<file path="src/rtl/imc_array_phase_sequencer_if.sv">
// ---------------------------------------------------------------------------
// imc_array_phase_sequencer_if
// Command/response handshake bundle between the Wishbone-side controller
// (master) and the array phase sequencer (slave).
//   cmd_valid/cmd_ready : command handshake
//   cmd_op              : 00 WRITE, 01 READ, 10 MAC, 11 reserved
//   cmd_row             : target row for WRITE/READ
//   cmd_data            : WRITE data bits, or MAC row-enable vector
//   rsp_valid/rsp_ready : response handshake, response held until accepted
//   rsp_data, rsp_err   : captured array output, command-rejected flag
// ---------------------------------------------------------------------------
interface imc_array_phase_sequencer_if #(
    parameter int MEM_ROW   = 16,
    parameter int OUT_WIDTH = 16
);
    localparam int ROW_W = $clog2(MEM_ROW);

    logic                 cmd_valid;
    logic                 cmd_ready;
    logic [1:0]           cmd_op;
    logic [ROW_W-1:0]     cmd_row;
    logic [MEM_ROW-1:0]   cmd_data;
    logic                 rsp_valid;
    logic                 rsp_ready;
    logic [OUT_WIDTH-1:0] rsp_data;
    logic                 rsp_err;

    modport master (
        output cmd_valid, cmd_op, cmd_row, cmd_data, rsp_ready,
        input  cmd_ready, rsp_valid, rsp_data, rsp_err
    );

    modport slave (
        input  cmd_valid, cmd_op, cmd_row, cmd_data, rsp_ready,
        output cmd_ready, rsp_valid, rsp_data, rsp_err
    );
endinterface

</file>
<file path="src/rtl/imc_array_phase_sequencer.sv">
// ---------------------------------------------------------------------------
// imc_array_phase_sequencer
// Sequences one array command at a time (row write, row read, multi-row MAC)
// through precharge / wordline / sense / capture phases and returns the
// captured sense-amp or current-latch result on a held response channel.
//
// Ports:
//   clk, reset_n          : clock, synchronous active-low reset
//   bus (slave modport)   : command/response handshake bundle
//   SA_out                : voltage sense-amp result (READ capture)
//   IMC_out               : current-latch result (MAC capture)
//   SRAM_Din, WWL         : write data and write wordlines
//   RWL, RWLB             : read wordlines and their complement
//   WE, PRE_SRAM, PRE_VLSA, PRE_CLSA, PRE_A, SAEN, en : array controls
//   seq_state             : current state encoding for debug
//
// Build option: define IMC_SEQ_MAC_EN to enable MAC sequencing (IMC_out
// capture and en/PRE_CLSA/PRE_A drivers). Otherwise op 10 is rejected like
// the reserved op and those controls are tied low.
// ---------------------------------------------------------------------------
module imc_array_phase_sequencer #(
    parameter int MEM_ROW   = 16,
    parameter int OUT_WIDTH = 16,
    parameter int PRE_CYC   = 2,
    parameter int WL_CYC    = 2,
    parameter int SA_CYC    = 1
) (
    input  logic                  clk,
    input  logic                  reset_n,
    imc_array_phase_sequencer_if.slave bus,
    input  logic [OUT_WIDTH-1:0]  SA_out,
    input  logic [OUT_WIDTH-1:0]  IMC_out,
    output logic [MEM_ROW-1:0]    SRAM_Din,
    output logic [MEM_ROW-1:0]    WWL,
    output logic [MEM_ROW-1:0]    RWL,
    output logic [MEM_ROW-1:0]    RWLB,
    output logic                  WE,
    output logic                  PRE_SRAM,
    output logic                  PRE_VLSA,
    output logic                  PRE_CLSA,
    output logic                  PRE_A,
    output logic                  SAEN,
    output logic                  en,
    output logic [2:0]            seq_state
);
    localparam int ROW_W = $clog2(MEM_ROW);

    localparam logic [3:0] PRE_LD = 4'(PRE_CYC - 1);
    localparam logic [3:0] WL_LD  = 4'(WL_CYC - 1);
    localparam logic [3:0] SA_LD  = 4'(SA_CYC - 1);

    typedef enum logic [2:0] {
        IDLE  = 3'd0,
        PRECH = 3'd1,
        WORD  = 3'd2,
        SENSE = 3'd3,
        CAPT  = 3'd4,
        RESP  = 3'd5
    } state_e;

    typedef enum logic [1:0] {
        OP_WRITE = 2'b00,
        OP_READ  = 2'b01,
        OP_MAC   = 2'b10,
        OP_RSVD  = 2'b11
    } op_e;

    state_e               state_q, state_d;
    logic [3:0]           cnt_q, cnt_d;
    op_e                  op_q, op_d;
    logic [ROW_W-1:0]     row_q, row_d;
    logic [MEM_ROW-1:0]   data_q, data_d;
    logic [OUT_WIDTH-1:0] rsp_data_q, rsp_data_d;
    logic                 rsp_err_q, rsp_err_d;
    logic                 rsp_valid_q, cmd_ready_q;

    logic [MEM_ROW-1:0]   din_q, din_d, wwl_q, wwl_d, rwl_q, rwl_d, rwlb_q, rwlb_d;
    logic                 we_q, we_d, pre_sram_q, pre_sram_d, pre_vlsa_q, pre_vlsa_d;
    logic                 saen_q, saen_d;

    logic                 cmd_legal;
    logic [MEM_ROW-1:0]   onehot;
    logic                 is_wr, is_rd, is_mac;
    logic                 ph_pre, ph_word, ph_sense, ph_capt;

`ifdef IMC_SEQ_MAC_EN
    logic en_q, en_d, pre_clsa_q, pre_clsa_d, pre_a_q, pre_a_d;
    assign cmd_legal = (bus.cmd_op != OP_RSVD);
`else
    logic imc_unused;
    assign imc_unused = ^IMC_out;
    assign cmd_legal  = (bus.cmd_op == OP_WRITE) || (bus.cmd_op == OP_READ);
`endif

    // Next-state, phase counter and response register logic
    always_comb begin
        state_d    = state_q;
        cnt_d      = cnt_q;
        op_d       = op_q;
        row_d      = row_q;
        data_d     = data_q;
        rsp_data_d = rsp_data_q;
        rsp_err_d  = rsp_err_q;
        unique case (state_q)
            IDLE: begin
                if (bus.cmd_valid) begin
                    op_d   = op_e'(bus.cmd_op);
                    row_d  = bus.cmd_row;
                    data_d = bus.cmd_data;
                    if (cmd_legal) begin
                        state_d = PRECH;
                        cnt_d   = PRE_LD;
                    end else begin
                        state_d    = RESP;
                        rsp_err_d  = 1'b1;
                        rsp_data_d = '0;
                    end
                end
            end
            PRECH: begin
                if (cnt_q == '0) begin
                    state_d = WORD;
                    cnt_d   = WL_LD;
                end else begin
                    cnt_d = cnt_q - 4'd1;
                end
            end
            WORD: begin
                if (cnt_q == '0) begin
                    if (op_q == OP_WRITE) begin
                        state_d    = RESP;
                        rsp_err_d  = 1'b0;
                        rsp_data_d = '0;
                    end else begin
                        state_d = SENSE;
                        cnt_d   = SA_LD;
                    end
                end else begin
                    cnt_d = cnt_q - 4'd1;
                end
            end
            SENSE: begin
                if (cnt_q == '0) begin
                    state_d = CAPT;
                end else begin
                    cnt_d = cnt_q - 4'd1;
                end
            end
            CAPT: begin
                state_d   = RESP;
                rsp_err_d = 1'b0;
`ifdef IMC_SEQ_MAC_EN
                rsp_data_d = (op_q == OP_MAC) ? IMC_out : SA_out;
`else
                rsp_data_d = SA_out;
`endif
            end
            RESP: begin
                if (bus.rsp_ready) begin
                    state_d    = IDLE;
                    rsp_err_d  = 1'b0;
                    rsp_data_d = '0;
                end
            end
            default: state_d = IDLE;
        endcase
    end

    // Array outputs are decoded from the upcoming state so that the
    // registered outputs switch exactly on phase-boundary edges.
    always_comb begin
        onehot   = MEM_ROW'(1) << row_d;
        is_wr    = (op_d == OP_WRITE);
        is_rd    = (op_d == OP_READ);
`ifdef IMC_SEQ_MAC_EN
        is_mac   = (op_d == OP_MAC);
`else
        is_mac   = 1'b0;
`endif
        ph_pre   = (state_d == PRECH);
        ph_word  = (state_d == WORD);
        ph_sense = (state_d == SENSE);
        ph_capt  = (state_d == CAPT);

        pre_sram_d = ph_pre && (is_wr || is_rd);
        pre_vlsa_d = ph_pre && is_rd;
        we_d       = ph_word && is_wr;
        wwl_d      = we_d ? onehot : '0;
        din_d      = we_d ? data_d : '0;
        rwl_d      = '0;
        rwlb_d     = '0;
        if ((ph_word || ph_sense) && is_rd) begin
            rwl_d  = onehot;
            rwlb_d = ~onehot;
        end else if ((ph_word || ph_sense) && is_mac) begin
            rwl_d  = data_d;
            rwlb_d = ~data_d;
        end
        saen_d = (ph_sense || ph_capt) && (is_rd || is_mac);
`ifdef IMC_SEQ_MAC_EN
        en_d       = is_mac && (ph_pre || ph_word || ph_sense || ph_capt);
        pre_clsa_d = ph_pre && is_mac;
        pre_a_d    = ph_pre && is_mac;
`endif
    end

    always_ff @(posedge clk) begin
        if (!reset_n) begin
            state_q     <= IDLE;
            cnt_q       <= '0;
            op_q        <= OP_WRITE;
            row_q       <= '0;
            data_q      <= '0;
            rsp_data_q  <= '0;
            rsp_err_q   <= 1'b0;
            rsp_valid_q <= 1'b0;
            cmd_ready_q <= 1'b1;
            din_q       <= '0;
            wwl_q       <= '0;
            rwl_q       <= '0;
            rwlb_q      <= '0;
            we_q        <= 1'b0;
            pre_sram_q  <= 1'b0;
            pre_vlsa_q  <= 1'b0;
            saen_q      <= 1'b0;
`ifdef IMC_SEQ_MAC_EN
            en_q        <= 1'b0;
            pre_clsa_q  <= 1'b0;
            pre_a_q     <= 1'b0;
`endif
        end else begin
            state_q     <= state_d;
            cnt_q       <= cnt_d;
            op_q        <= op_d;
            row_q       <= row_d;
            data_q      <= data_d;
            rsp_data_q  <= rsp_data_d;
            rsp_err_q   <= rsp_err_d;
            rsp_valid_q <= (state_d == RESP);
            cmd_ready_q <= (state_d == IDLE);
            din_q       <= din_d;
            wwl_q       <= wwl_d;
            rwl_q       <= rwl_d;
            rwlb_q      <= rwlb_d;
            we_q        <= we_d;
            pre_sram_q  <= pre_sram_d;
            pre_vlsa_q  <= pre_vlsa_d;
            saen_q      <= saen_d;
`ifdef IMC_SEQ_MAC_EN
            en_q        <= en_d;
            pre_clsa_q  <= pre_clsa_d;
            pre_a_q     <= pre_a_d;
`endif
        end
    end

    assign bus.cmd_ready = cmd_ready_q;
    assign bus.rsp_valid = rsp_valid_q;
    assign bus.rsp_data  = rsp_data_q;
    assign bus.rsp_err   = rsp_err_q;

    assign SRAM_Din  = din_q;
    assign WWL       = wwl_q;
    assign RWL       = rwl_q;
    assign RWLB      = rwlb_q;
    assign WE        = we_q;
    assign PRE_SRAM  = pre_sram_q;
    assign PRE_VLSA  = pre_vlsa_q;
    assign SAEN      = saen_q;
    assign seq_state = state_q;
`ifdef IMC_SEQ_MAC_EN
    assign en        = en_q;
    assign PRE_CLSA  = pre_clsa_q;
    assign PRE_A     = pre_a_q;
`else
    assign en        = 1'b0;
    assign PRE_CLSA  = 1'b0;
    assign PRE_A     = 1'b0;
`endif
endmodule

</file>
<file path="src/flat_wrapper.sv">
// flat-port wrapper written by rule: the top's interface ports become plain ports
module imc_array_phase_sequencer_flat 
#(
    parameter int MEM_ROW   = 16,
    parameter int OUT_WIDTH = 16,
    parameter int PRE_CYC   = 2,
    parameter int WL_CYC    = 2,
    parameter int SA_CYC    = 1
)
  (clk, reset_n, SA_out, IMC_out, SRAM_Din, WWL, RWL, RWLB, WE, PRE_SRAM, PRE_VLSA, PRE_CLSA, PRE_A, SAEN, en, seq_state, bus_cmd_valid, bus_cmd_op, bus_cmd_row, bus_cmd_data, bus_rsp_ready, bus_cmd_ready, bus_rsp_valid, bus_rsp_data, bus_rsp_err);
  imc_array_phase_sequencer_if #(.MEM_ROW(MEM_ROW), .OUT_WIDTH(OUT_WIDTH)) bus_i ();
  input  logic clk;
  input  logic reset_n;
  input  logic [OUT_WIDTH-1:0] SA_out;
  input  logic [OUT_WIDTH-1:0] IMC_out;
  output logic [MEM_ROW-1:0] SRAM_Din;
  output logic [MEM_ROW-1:0] WWL;
  output logic [MEM_ROW-1:0] RWL;
  output logic [MEM_ROW-1:0] RWLB;
  output logic WE;
  output logic PRE_SRAM;
  output logic PRE_VLSA;
  output logic PRE_CLSA;
  output logic PRE_A;
  output logic SAEN;
  output logic en;
  output logic [2:0] seq_state;
  input wire logic [$bits(bus_i.cmd_valid)-1:0] bus_cmd_valid;
  input wire logic [$bits(bus_i.cmd_op)-1:0] bus_cmd_op;
  input wire logic [$bits(bus_i.cmd_row)-1:0] bus_cmd_row;
  input wire logic [$bits(bus_i.cmd_data)-1:0] bus_cmd_data;
  input wire logic [$bits(bus_i.rsp_ready)-1:0] bus_rsp_ready;
  output wire logic [$bits(bus_i.cmd_ready)-1:0] bus_cmd_ready;
  output wire logic [$bits(bus_i.rsp_valid)-1:0] bus_rsp_valid;
  output wire logic [$bits(bus_i.rsp_data)-1:0] bus_rsp_data;
  output wire logic [$bits(bus_i.rsp_err)-1:0] bus_rsp_err;
  assign bus_i.cmd_valid = bus_cmd_valid;
  assign bus_i.cmd_op = bus_cmd_op;
  assign bus_i.cmd_row = bus_cmd_row;
  assign bus_i.cmd_data = bus_cmd_data;
  assign bus_i.rsp_ready = bus_rsp_ready;
  assign bus_cmd_ready = bus_i.cmd_ready;
  assign bus_rsp_valid = bus_i.rsp_valid;
  assign bus_rsp_data = bus_i.rsp_data;
  assign bus_rsp_err = bus_i.rsp_err;
  imc_array_phase_sequencer #(.MEM_ROW(MEM_ROW), .OUT_WIDTH(OUT_WIDTH), .PRE_CYC(PRE_CYC), .WL_CYC(WL_CYC), .SA_CYC(SA_CYC)) u_core (.clk(clk), .reset_n(reset_n), .bus(bus_i), .SA_out(SA_out), .IMC_out(IMC_out), .SRAM_Din(SRAM_Din), .WWL(WWL), .RWL(RWL), .RWLB(RWLB), .WE(WE), .PRE_SRAM(PRE_SRAM), .PRE_VLSA(PRE_VLSA), .PRE_CLSA(PRE_CLSA), .PRE_A(PRE_A), .SAEN(SAEN), .en(en), .seq_state(seq_state));
endmodule
</file>
<file path="config.mk">
export PLATFORM = sky130hd
export DESIGN_NAME = imc_array_phase_sequencer_flat
export DESIGN_NICKNAME = d
export VERILOG_FILES = /design/src/rtl/imc_array_phase_sequencer_if.sv /design/src/rtl/imc_array_phase_sequencer.sv /design/src/flat_wrapper.sv
export SDC_FILE = /design/constraint.sdc
export NUM_CORES = 1
export LEC_CHECK = 0
export ABC_CLOCK_PERIOD_IN_PS = 3250
export CAP_MARGIN = 20
export CORE_ASPECT_RATIO = 0.9
export CORE_MARGIN = 8
export CORE_UTILIZATION = 48
export CTS_BUF_LIST = sky130_fd_sc_hd__clkbuf_16
export CTS_CLUSTER_DIAMETER = 150
export DETAILED_ROUTE_END_ITERATION = 10
export HOLD_SLACK_MARGIN = 0.06
export PLACE_DENSITY = 0.85
export RECOVER_POWER = 50
export SLEW_MARGIN = 25
export SYNTH_ARGS = -nofsm -noshare
export SYNTH_HDL_FRONTEND = slang
export SYNTH_SLANG_ARGS = --single-unit
</file>
<file path="constraint.sdc">
create_clock -name clk -period 3.25 [get_ports clk]
set_clock_uncertainty 0.2 [all_clocks]
set_input_delay 0.65 -clock clk [delete_from_list [all_inputs] [get_ports clk]]
set_output_delay 0.65 -clock clk [all_outputs]
set_load 0.02 [all_outputs]
</file>
== Word level (Yosys, flattened, before mapping) ==
Index checks and enable logic that the tools add are counted.
Word-level totals
  bits in registers: 116
  latch bits: 0
  RAM bits: 0
  memory bits (read-only): 0
  bits of input ports: 58
  output and inout port bits: 93
  memories kept: 0
Cells by class
  add/subtract/negate cells: 1
  multipliers: 0
  div/mod/pow operators: 0
  magnitude comparators: 0
  equality and inequality tests: 20
  shift-type cells: 1
  multiplexer cells: 33
  bitwise gates (word level): 1
  reductions and logical operators: 21
Operators with widths (number)
  $mux W16: 7
  $pmux W16 S4: 1
  $mux W4: 8
  $mux W3: 7
  $pmux W3 S6: 1
  $not A16 Y16: 1
  $pmux W4 S4: 1
  $shl A1 B4 Y16 const A: 1
  $eq A3 B2 Y1 const B: 4
  $eq A3 B3 Y1 const B: 4
  $ne A2 B2 Y1 const B: 4
  $reduce_bool A4 Y1: 2
  $eq A3 B1 Y1 const B: 2
  $logic_not A2 Y1: 3
  $logic_not A3 Y1: 2
  $ne A2 B1 Y1 const B: 3
  $reduce_and A6 Y1: 1
  $logic_and A1 B1 Y1: 5
  $mux W1: 5
  $reduce_and A5 Y1: 1
  $eq A2 B1 Y1 const B: 2
  $logic_not A4 Y1: 1
  $logic_or A1 B1 Y1: 4
  $mux W2: 2
  4 further kinds: 5

== Longest topological paths before layout ==
Gate-level depths: netlist of the first run.
  word-level depth: 9
  gate-level depth with buffers: 7

== Least setup slack after synthesis of the first run ==
No wires, ideal clock.
  path kind: flip-flop to flip-flop
  start: reg u_core.cnt_q[0]
  end: reg u_core.rsp_data_q[10] (netlist: u_core.bus.rsp_data[10])
  library setup time: 117 ps
  arrival time: 1924 ps
  data required time: 2933 ps
  setup slack: 1009 ps
  stages on the path, launching flop included: 8
  path buffers: 1
  clock period less this slack: 2241 ps
  cells stage by stage: dfxtp_1 -> inv_1 -> ha_1 -> or3b_2 -> nor4_1 -> o22ai_1 -> buf_2 -> a32o_1
Between the ends
  longest elaborated chain between the ends: 3
Ends and longest elaborated chain
  start, declared: RTL line imc_array_phase_sequencer.sv:69  | logic [3:0] cnt_q, cnt_d;
  start signal, assigned: RTL line imc_array_phase_sequencer.sv:233  | cnt_q <= cnt_d;
  $logic_not A4 Y1: RTL line imc_array_phase_sequencer.sv:129  | if (cnt_q == '0) begin
  $ne A2 B1 Y1 (no line)
  $reduce_and A6 Y1 (no line)
  end signal, assigned: RTL line imc_array_phase_sequencer.sv:237  | rsp_data_q <= rsp_data_d;
  end, declared: RTL line imc_array_phase_sequencer.sv:73  | logic [OUT_WIDTH-1:0] rsp_data_q, rsp_data_d;
Every way passes these cells.
A chain may end at the register's enable or synchronous reset.

== Worst setup path in the final report of the first run ==
  start: in bus_cmd_valid
  end: reg u_core.rwl_q[1] (netlist: u_core.RWL[1])
Between the ends
  longest elaborated chain between the ends: 6
Ends and longest elaborated chain
  start, declared: RTL line flat_wrapper.sv:28  | input wire logic [$bits(bus_i.cmd_valid)-1:0] bus_cmd_valid;
  $mux W3: RTL line imc_array_phase_sequencer.sv:106  | if (bus.cmd_valid) begin
  $pmux W3 S6: RTL line imc_array_phase_sequencer.sv:104  | unique case (state_q)
  $eq A3 B2 Y1, on equally long branches: RTL line imc_array_phase_sequencer.sv:181, imc_array_phase_sequencer.sv:182
  $logic_or A1 B1 Y1: RTL line imc_array_phase_sequencer.sv:192  | if ((ph_word || ph_sense) && is_rd) begin
  $logic_and A1 B1 Y1: RTL line imc_array_phase_sequencer.sv:192
  $reduce_and A2 Y1 (no line)
  end signal, assigned: RTL line imc_array_phase_sequencer.sv:243  | rwl_q <= rwl_d;
  end, declared: RTL line imc_array_phase_sequencer.sv:77  | logic [MEM_ROW-1:0] din_q, din_d, wwl_q, wwl_d, rwl_q, rwl_d, rwlb_q, rwlb_d;
Several ways; a longest one is shown, not always the timed one.

==> results.toml, run 1 <==
[run_status]
status = "finished clean"

[setup_path]
arrival_ns = 2.85
crit_path_start_kind = "input pin"
critPathKind = "input pin to register"
cp_max_fo = 32
end_kind = "register"
crit_required_ns = 3.32

[sta]
tightest_slew_ns = 0.779
relSlewSlack_pct = 48.0
setup_viol_count_final = 0
period_needed_ns = 2.78
fmax_mhz = 360
rsz0062_at_grt = "false"
post-route-period-util_pct = 85.5
slew_violations = 0
fin_tns_setup_ns = 0
finalHoldViolCount = 0

[clock_tree]
worstSkewPairLatency_ns = 0.40
cts_sinks = 116
ctsResizeCount = 0
clock_path_buffers = 2
numCtsBuffers = 17
cts_tree = "done"
htreeDepth = 4
clkTransAtPathRegs_ns = 0.05
postCtsHoldBufs = 0
post_cts_buffers = 0
root_buffer = "clkbuf_16"

[floorplanning]
die_y_um = 104
row_count = 32
core-area_um2 = 8490
fp.dieArea_um2 = 11900
die_w_um = 114
ios = 151
initial_core_util_pct = 48.9

[synth]
synth-edff-count = 0
syn-instance-count = 391
synthDistinctLibCells = 49
synth_top_cell_area_share_pct = 56.0
synth_warnings = 0
ys_ff_latch = 116
netlist_top_cells_area = "dfxtp_1, a32o_1, mux2i_1"
ys_seq_area_share_pct = 56.0
syn_area_per_cell_um2 = 10.6
synth.most_common_cell = "dfxtp_1"
synthArstFlopShare_pct = 0
netlist_top_cells_count = "dfxtp_1, nor2_1, nand2_1"
netlist_area_um2 = 4150
ys.flop_type = "dfxtp_1"
synth_area_leader_cell = "dfxtp_1"

[pwr]
p_int_w = 0.00321
total_power_w = 0.00498
irDropWorstVdd_uv = 693
power_frac_clock_pct = 32.6
combPwrFrac_pct = 32.9
leakage_nw = 2.50
p_seq_share_pct = 34.6
p_sw_w = 0.00178
powerDensity_nw_per_um2 = 816
swShare_pct = 35.6

[run]
maxCapViolCount = 0

[grt]
antenna_found_initial = 0
grt_pass1_vias = 3497
grt_overflow = 0
grt_pass1_wl_um = 17800
grt_max_degree = 33
grtUsageTotal_pct = 19.0

[detailed_routing]
wire_per_inst_um = 16.9
drcViolationCount = 0
dr.max_layer_used = "met4"
wl_met2_um = 5630
via_per_inst = 5.26
vias = 3441
wl_met3_um = 924
drtIter0Drc = 151
antenna_left = 0
drtPass1Iterations = 4
wl_met1_um = 4350
wl_um = 11000

[layout]
nets = 582
antenna_cells = 0
fill_cells = 612
utilization_pct = 71.9
layout-drive-gt1-share_pct = 13.3
synthToLayoutAreaGrowth_pct = 47.2

[placement]
place_congestion = 0.839
io_buffers = 131
hpwlAfterDp_um = 7780

[hold_path]
hold_class = "register to register"
==> path summary, 6_finish.rpt <==
path,end,from,slack (ns),depth (start not counted)
setup / recovery,u_core.RWL[1],bus_cmd_valid,0.47,7
hold / removal,u_core.data_q[13],u_core.data_q[13],0.29,2
setup reg to reg,u_core.SRAM_Din[7],u_core.cnt_q[0],0.59,7
hold reg to reg,u_core.data_q[13],u_core.data_q[13],0.29,2
==> worst max-delay path, cell delays in order <==
cell	delay, ns
dlygate4sd3_1	0.71
nor4b_4	0.30
buf_4	0.39
nor3b_1	0.13
o221ai_2	0.19
buf_4	0.35
nor2_1	0.12
==> power by group through the flow <==
stage               logic [W]  clock network [W]  registers [W]
finish                0.00164            0.00162        0.00172
global placement      0.00157                  0        0.00174
CTS                   0.00166            0.00165        0.00173
floorplan             0.00106                  0        0.00181
detailed placement    0.00165                  0        0.00175
global route          0.00177            0.00172        0.00175
==> state kept, by name, summed over array words and instances (netlist names) <==
register              cells
u_core.SRAM_Din          16
u_core.data_q            16
u_core.bus.rsp_err        1
u_core.PRE_SRAM           1
u_core.WWL               16
u_core.RWLB              16
u_core.WE                 1
u_core.bus.rsp_valid      1
u_core.seq_state          3
u_core.op_q               2
u_core.PRE_VLSA           1
u_core.cnt_q              4
u_core.bus.cmd_ready      1
u_core.bus.rsp_data      16
u_core.row_q              4
u_core.SAEN               1
u_core.RWL               16
==> cell usage in the layout (no fill, tap or decap), types with 2 or more instances in the layout <==
cell / instances
clkinv_2: 4
a32o_1: 19
o21ai_0: 3
mux2i_1: 19
or4_1: 2
mux2i_4: 6
dlygate4sd3_1: 88
mux2_2: 2
clkbuf_16: 17
ha_1: 2
o211ai_1: 3
buf_4: 5
clkinv_4: 6
nand2b_1: 12
clkinv_1: 2
a21oi_1: 25
clkdlybuf4s50_1: 43
nor4_1: 3
dfxtp_1: 116
nor3_2: 12
conb_1: 3
nand2_1: 34
nor2_1: 40
nor3b_1: 4
clkinvlp_4: 4
inv_1: 4
and3_1: 2
nor3_1: 26
nor3b_2: 2
==> layer usage <==
metal	vias to the layer above	GRT usage, %
met5	-	0
met4	0	6.55
met3	13	8.82
li1	1647	-
met1	1672	20.4
met2	109	32.1
==> kinds of logic (layout without fill, tap and decap cells) <==
| family | Yosys count | after routing | synth area share, % |
|---|---|---|---|
| other cells | 1 | 3 | 0.0904 |
| compound gates | 64 | 64 | 11.5 |
| simple gates | 147 | 147 | 18.9 |
| flops | 116 | 116 | 56.0 |
| fa+ha+maj | 2 | 2 | 0.603 |
| mux | 27 | 27 | 8.39 |
| buf+inv | 34 | 176 | 4.52 |
==> layout make-up <==
cell class | count | area, um2 | area share [%]
clock buffers | 17 | 425 | 6.97
clock inverters | 15 | 111 | 1.82
inverters | 6 | 22.5 | 0.369
multi-input cells | 243 | 1680 | 27.5
flip-flops and latches | 116 | 2320 | 38.0
well taps | 119 | 149 | 2.44
repair buffers | 138 | 1400 | 22.9
==> stage by stage <==
| step | std cells | setup WS (ns) | hold slack [ns] | cell area (um2) |
|---|---|---|---|---|
| 6_report | 654 | 0.472 | 0.286 | 6110 |
| 5_1_grt | 654 | 0.347 | 0.303 | 6110 |
| 4_1_cts | 654 | 0.530 | 0.291 | 6110 |
| 3_5_place_dp | 622 | 0.206 | 0.276 | 5570 |
| 3_3_place_gp | 621 | 0.287 | 0.267 | 5540 |
| 2_1_floorplan | 393 | 1.01 | 0.255 | 4160 |
(Power assumes the default switching activity.)
==> run 2, diff against run 1 <==
- CORE_ASPECT_RATIO: 0.9 -> 1.2
- SLEW_MARGIN: 25 -> 40
==> run 2 against run 1 <==
Net effect: fmax is 1.9% higher; first-iteration DRC count is 0.66% higher; largest cell class unchanged; critical path depth stayed put; worst setup slack better by 0.051 ns.
==> results.toml, run 2 (synthesis gave the netlist of run 1 again) <==
[run_status]
status = "finished clean"

[clock_tree]
worstSkewPairLatency_ns = 0.40
htreeDepth = 4
root_buffer = "clkbuf_16"
postCtsHoldBufs = 0
ctsResizeCount = 0
cts_tree = "done"
post_cts_buffers = 0
cts_sinks = 116
clock_path_buffers = 2
clkTransAtPathRegs_ns = 0.05
numCtsBuffers = 17

[layout]
nets = 584
synthToLayoutAreaGrowth_pct = 48.9
fill_cells = 616
instances_no_fill = 654
mostFrequentLayoutCells = "dfxtp_1, dlygate4sd3_1, clkdlybuf4s50_1, nor2_1, nand2_1"
layout-drive-gt1-share_pct = 12.8
final_common_cell = "dfxtp_1"
antenna_cells = 0
utilization_pct = 72.9

[sta]
holdWs_ns = 0.284
fmax_mhz = 367
setup_viol_count_final = 0
rsz0062_at_grt = "false"
period_needed_ns = 2.73
relSlewSlack_pct = 33.9
slew_violations = 0
fin_tns_setup_ns = 0
post-route-period-util_pct = 83.9
tightest_slew_ns = 0.991
finalHoldViolCount = 0

[detailed_routing]
antenna_left = 0
drtPass1Iterations = 4
wire_per_inst_um = 16.9
wl_um = 11100
vias = 3385
drcViolationCount = 0
dr.max_layer_used = "met4"
wl_met2_um = 5450
wl_met1_um = 4310
drtIter0Drc = 152
via_per_inst = 5.18
wl_met3_um = 1010

[hold_path]
hold_depth = 2
hold_start = "u_core.data_q[0]"
whs_endpoint = "u_core.data_q[0]"
hold_class = "register to register"

[run]
maxCapViolCount = 0

[placement]
io_buffers = 131
placedCellCount = 622
hpwlAfterDp_um = 7720
place_congestion = 0.816

[floorplanning]
row_count = 37
fp.dieArea_um2 = 11900
core-area_um2 = 8470
die_w_um = 101
die_y_um = 118
ios = 151
initial_core_util_pct = 49.0

[setup_path]
end_kind = "register"
crit_path_start_kind = "register"
critPathKind = "register to register"
critical_path_buf_inv_count = 2
critical-path-slowest-cell = "nor4_1"
r2r_slack_ns = 0.52
crit_path_max_incr_delay_ns = 0.56
path_cells = "inv_1 -> ha_1 -> or3b_2 -> nor4_1 -> o21ai_4 -> buf_8 -> nor3_1"
r2r_end = "u_core.WWL[15]"
rr_startpoint = "u_core.cnt_q[0]"
cp_max_fo = 18
crit_family = "simple AND/OR/NAND/NOR gates"
reg2reg_depth = 7
arrival_ns = 2.85
crit_required_ns = 3.37

[grt]
grtUsageTotal_pct = 18.8
grt_pass1_wl_um = 17700
antenna_found_initial = 0
grt_pass1_vias = 3538
grt_max_degree = 33
grt_overflow = 0

[pwr]
total_power_w = 0.00527
powerDensity_nw_per_um2 = 854
leakage_nw = 2.54
irDropWorstVdd_uv = 666
==> run 2: changes by cell type in the layout (fill, tap and decap cells not counted), sizes merged <==
cell	before	now
inv	5	6
dlygate4sd3	88	89
clkbuf	17	18
buf	7	8
clkinv	12	6
clkinvlp	4	5
clkdlybuf4s50	43	42
bufinv	0	4
==> run 2: metal layers <==
metal,vias to the layer above,track usage [%]
li1,1630,-
met2,142,31.9
met3,29,8.05
met1,1584,19.0
met5,-,0
met4,0,9.86
==> run 2: how the worst max path moves through the flow <==
stage	startpoint	endpoint	depth (start not counted)
after detailed placement	bus_cmd_valid	u_core.WWL[13]	6
after global placement	bus_cmd_valid	u_core.SRAM_Din[1]	5
after CTS	u_core.seq_state[1]	seq_state[1]	1
after global routing	u_core.seq_state[2]	u_core.SRAM_Din[15]	5
final	u_core.cnt_q[0]	u_core.WWL[15]	7
after floorplan	u_core.cnt_q[0]	u_core.bus.rsp_data[10]	7
==> run 2: metrics by stage <==
step | worst slack [ns] | cell area, um2
floorplan | 1.01 | 4160
global placement | 0.218 | 5520
detailed placement | 0.311 | 5570
CTS | 0.541 | 6180
global route | 0.317 | 6180
finish | 0.523 | 6180
==> run 2: power by group <==
part | total, W | internal, W | leakage, nW | switching, W
logic | 0.00165 | 0.000656 | 1.31 | 0.000989
registers | 0.00172 | 0.00159 | 0.940 | 0.000132
clock network | 0.00191 | 0.00127 | 0.290 | 0.000636
total | 0.00527 | 0.00352 | 2.54 | 0.00176
==> run 2: worst min-delay path, cell delays in order, from the launching register on <==
cell     delay, ns
dfxtp_1       0.30
mux2i_1       0.07
nor2_1        0.08
==> run 2: area by class of cell <==
type                            instances  area [um2]  share of cell area, %
Tap cell                              117         146                   2.37
Multi-Input combinational cell        243        1670                   27.1
Clock inverter                         15         189                   3.06
Timing Repair Buffer                  140        1400                   22.6
Sequential cell                       116        2320                   37.6
Inverter                                6        22.5                  0.365
Clock buffer                           17         425                   6.89
==> run 3, diff against run 2 <==
- ABC_CLOCK_PERIOD_IN_PS: 3250 -> 2800
- CORE_UTILIZATION: 48 -> 44
- PLACE_DENSITY: 0.85 -> 0.79
- clock period: 3.25 -> 2.8 ns (I/O delays scaled with it)
==> run 3 against run 2 <==
Net effect: die area increased by 7.7%; largest power group unchanged; clock-buffer cell count unchanged; first-iteration DRC count decreased by 9.2%; via count increased by 2.3%; global-route usage decreased by 0.88 points; critical path type is now register to primary output.
==> results.toml, run 3 (synthesis gave the netlist of run 1 again) <==
[hold_path]
hold_class = "register to register"

[floorplanning]
initial_core_util_pct = 44.3
row_count = 39
die_w_um = 105
die_y_um = 122
ios = 151
core-area_um2 = 9370
fp.dieArea_um2 = 12800

[clock_tree]
cts_tree = "done"
post_cts_buffers = 0
root_buffer = "clkbuf_16"
numCtsBuffers = 17
postCtsHoldBufs = 0
clock_path_buffers = 2
worstSkewPairLatency_ns = 0.40
cts_sinks = 116
clkTransAtPathRegs_ns = 0.05
ctsResizeCount = 0
htreeDepth = 4

[setup_path]
critPathKind = "register to primary output"
end_kind = "primary output"
cp_max_fo = 16
arrival_ns = 1.82
crit_family = "buffers and inverters"
crit_required_ns = 2.04
crit_path_start_kind = "register"
critical-path-slowest-cell = "clkdlybuf4s50_1"
path_cells = "clkdlybuf4s50_1"
crit_path_max_incr_delay_ns = 0.73
critical_path_buf_inv_count = 1

[pwr]
powerDensity_nw_per_um2 = 983
p_int_w = 0.00412
swShare_pct = 32.9
p_seq_share_pct = 32.2
irDropWorstVdd_uv = 543
leakage_nw = 2.59
power_frac_clock_pct = 35.3
combPwrFrac_pct = 32.6
p_sw_w = 0.00202

[layout]
nets = 597
fill_cells = 715
antenna_cells = 0
instances_no_fill = 671
synthToLayoutAreaGrowth_pct = 50.6
layout-drive-gt1-share_pct = 13.3
final_cell_area_um2 = 6250
final_common_cell = "dfxtp_1"
mostFrequentLayoutCells = "dfxtp_1, dlygate4sd3_1, clkdlybuf4s50_1, nor2_1, nand2_1"

[detailed_routing]
wire_per_inst_um = 16.5
drtPass1Iterations = 4
wl_um = 11000
via_per_inst = 5.16
drcViolationCount = 0
drtIter0Drc = 138
vias = 3463
antenna_left = 0

[sta]
finalHoldViolCount = 0
post-route-period-util_pct = 92.1
setup_viol_count_final = 0
slew_violations = 0
fmax_mhz = 388
relSlewSlack_pct = 59.9
rsz0062_at_grt = "false"
period_needed_ns = 2.58
fin_tns_setup_ns = 0
tightest_slew_ns = 0.602

[grt]
grt_max_degree = 34
antenna_found_initial = 0
grt_pass1_wl_um = 18500
grtUsageTotal_pct = 18.0
grt_overflow = 0
grt_pass1_vias = 3708

[placement]
place_area_um2 = 5670
io_buffers = 131
place_congestion = 0.893
placedCellCount = 641
hpwlAfterDp_um = 7860

[run_status]
status = "finished clean"

[run]
maxCapViolCount = 0
==> run 3: power by group through the flow <==
stage          Combinational, W  Sequential (W)  Clock [W]
2_1_floorplan           0.00123         0.00210          0
5_1_grt                 0.00216         0.00200    0.00229
3_5_place_dp            0.00204         0.00201          0
6_report                0.00200         0.00198    0.00216
4_1_cts                 0.00207         0.00198    0.00220
3_3_place_gp            0.00200         0.00200          0
==> run 3: final cells by class <==
| class | instances | area, um2 | area share (%) |
|---|---|---|---|
| Clock inverter | 13 | 168 | 2.68 |
| Tap cell | 123 | 154 | 2.46 |
| Sequential cell | 116 | 2320 | 37.2 |
| Multi-Input combinational cell | 243 | 1670 | 26.7 |
| Timing Repair Buffer | 153 | 1490 | 23.8 |
| Clock buffer | 17 | 425 | 6.81 |
| Inverter | 6 | 22.5 | 0.361 |
==> run 3: path summary, 6_finish.rpt <==
check                           start  slack, ns  depth (start not counted)                  to
setup reg to reg      u_core.cnt_q[0]       0.38                          8  u_core.SRAM_Din[9]
hold / removal      u_core.data_q[10]       0.29                          2   u_core.data_q[10]
setup / recovery  u_core.seq_state[2]       0.22                          1        seq_state[2]
hold reg to reg     u_core.data_q[10]       0.29                          2   u_core.data_q[10]
==> run 3: metal layers <==
layer	share of wire (%)	GRT usage [%]
met5	0	0
met4	2.8	9.56
met3	10	9.61
met2	49	29.3
met1	38	18.5
==> run 3: stage by stage <==
| step | hold WS, ns | total power, W | setup slack, ns | utilization, % |
|---|---|---|---|---|
| 4_1_cts | 0.287 | 0.00625 | 0.217 | 66.9 |
| 3_3_place_gp | 0.268 | 0.00400 | 0.0664 | 60.6 |
| 6_report | 0.285 | 0.00614 | 0.222 | 66.7 |
| 5_1_grt | 0.306 | 0.00645 | 0.183 | 66.7 |
| 3_5_place_dp | 0.276 | 0.00405 | 0.0357 | 60.6 |
| 2_1_floorplan | 0.255 | 0.00332 | 0.559 | - |
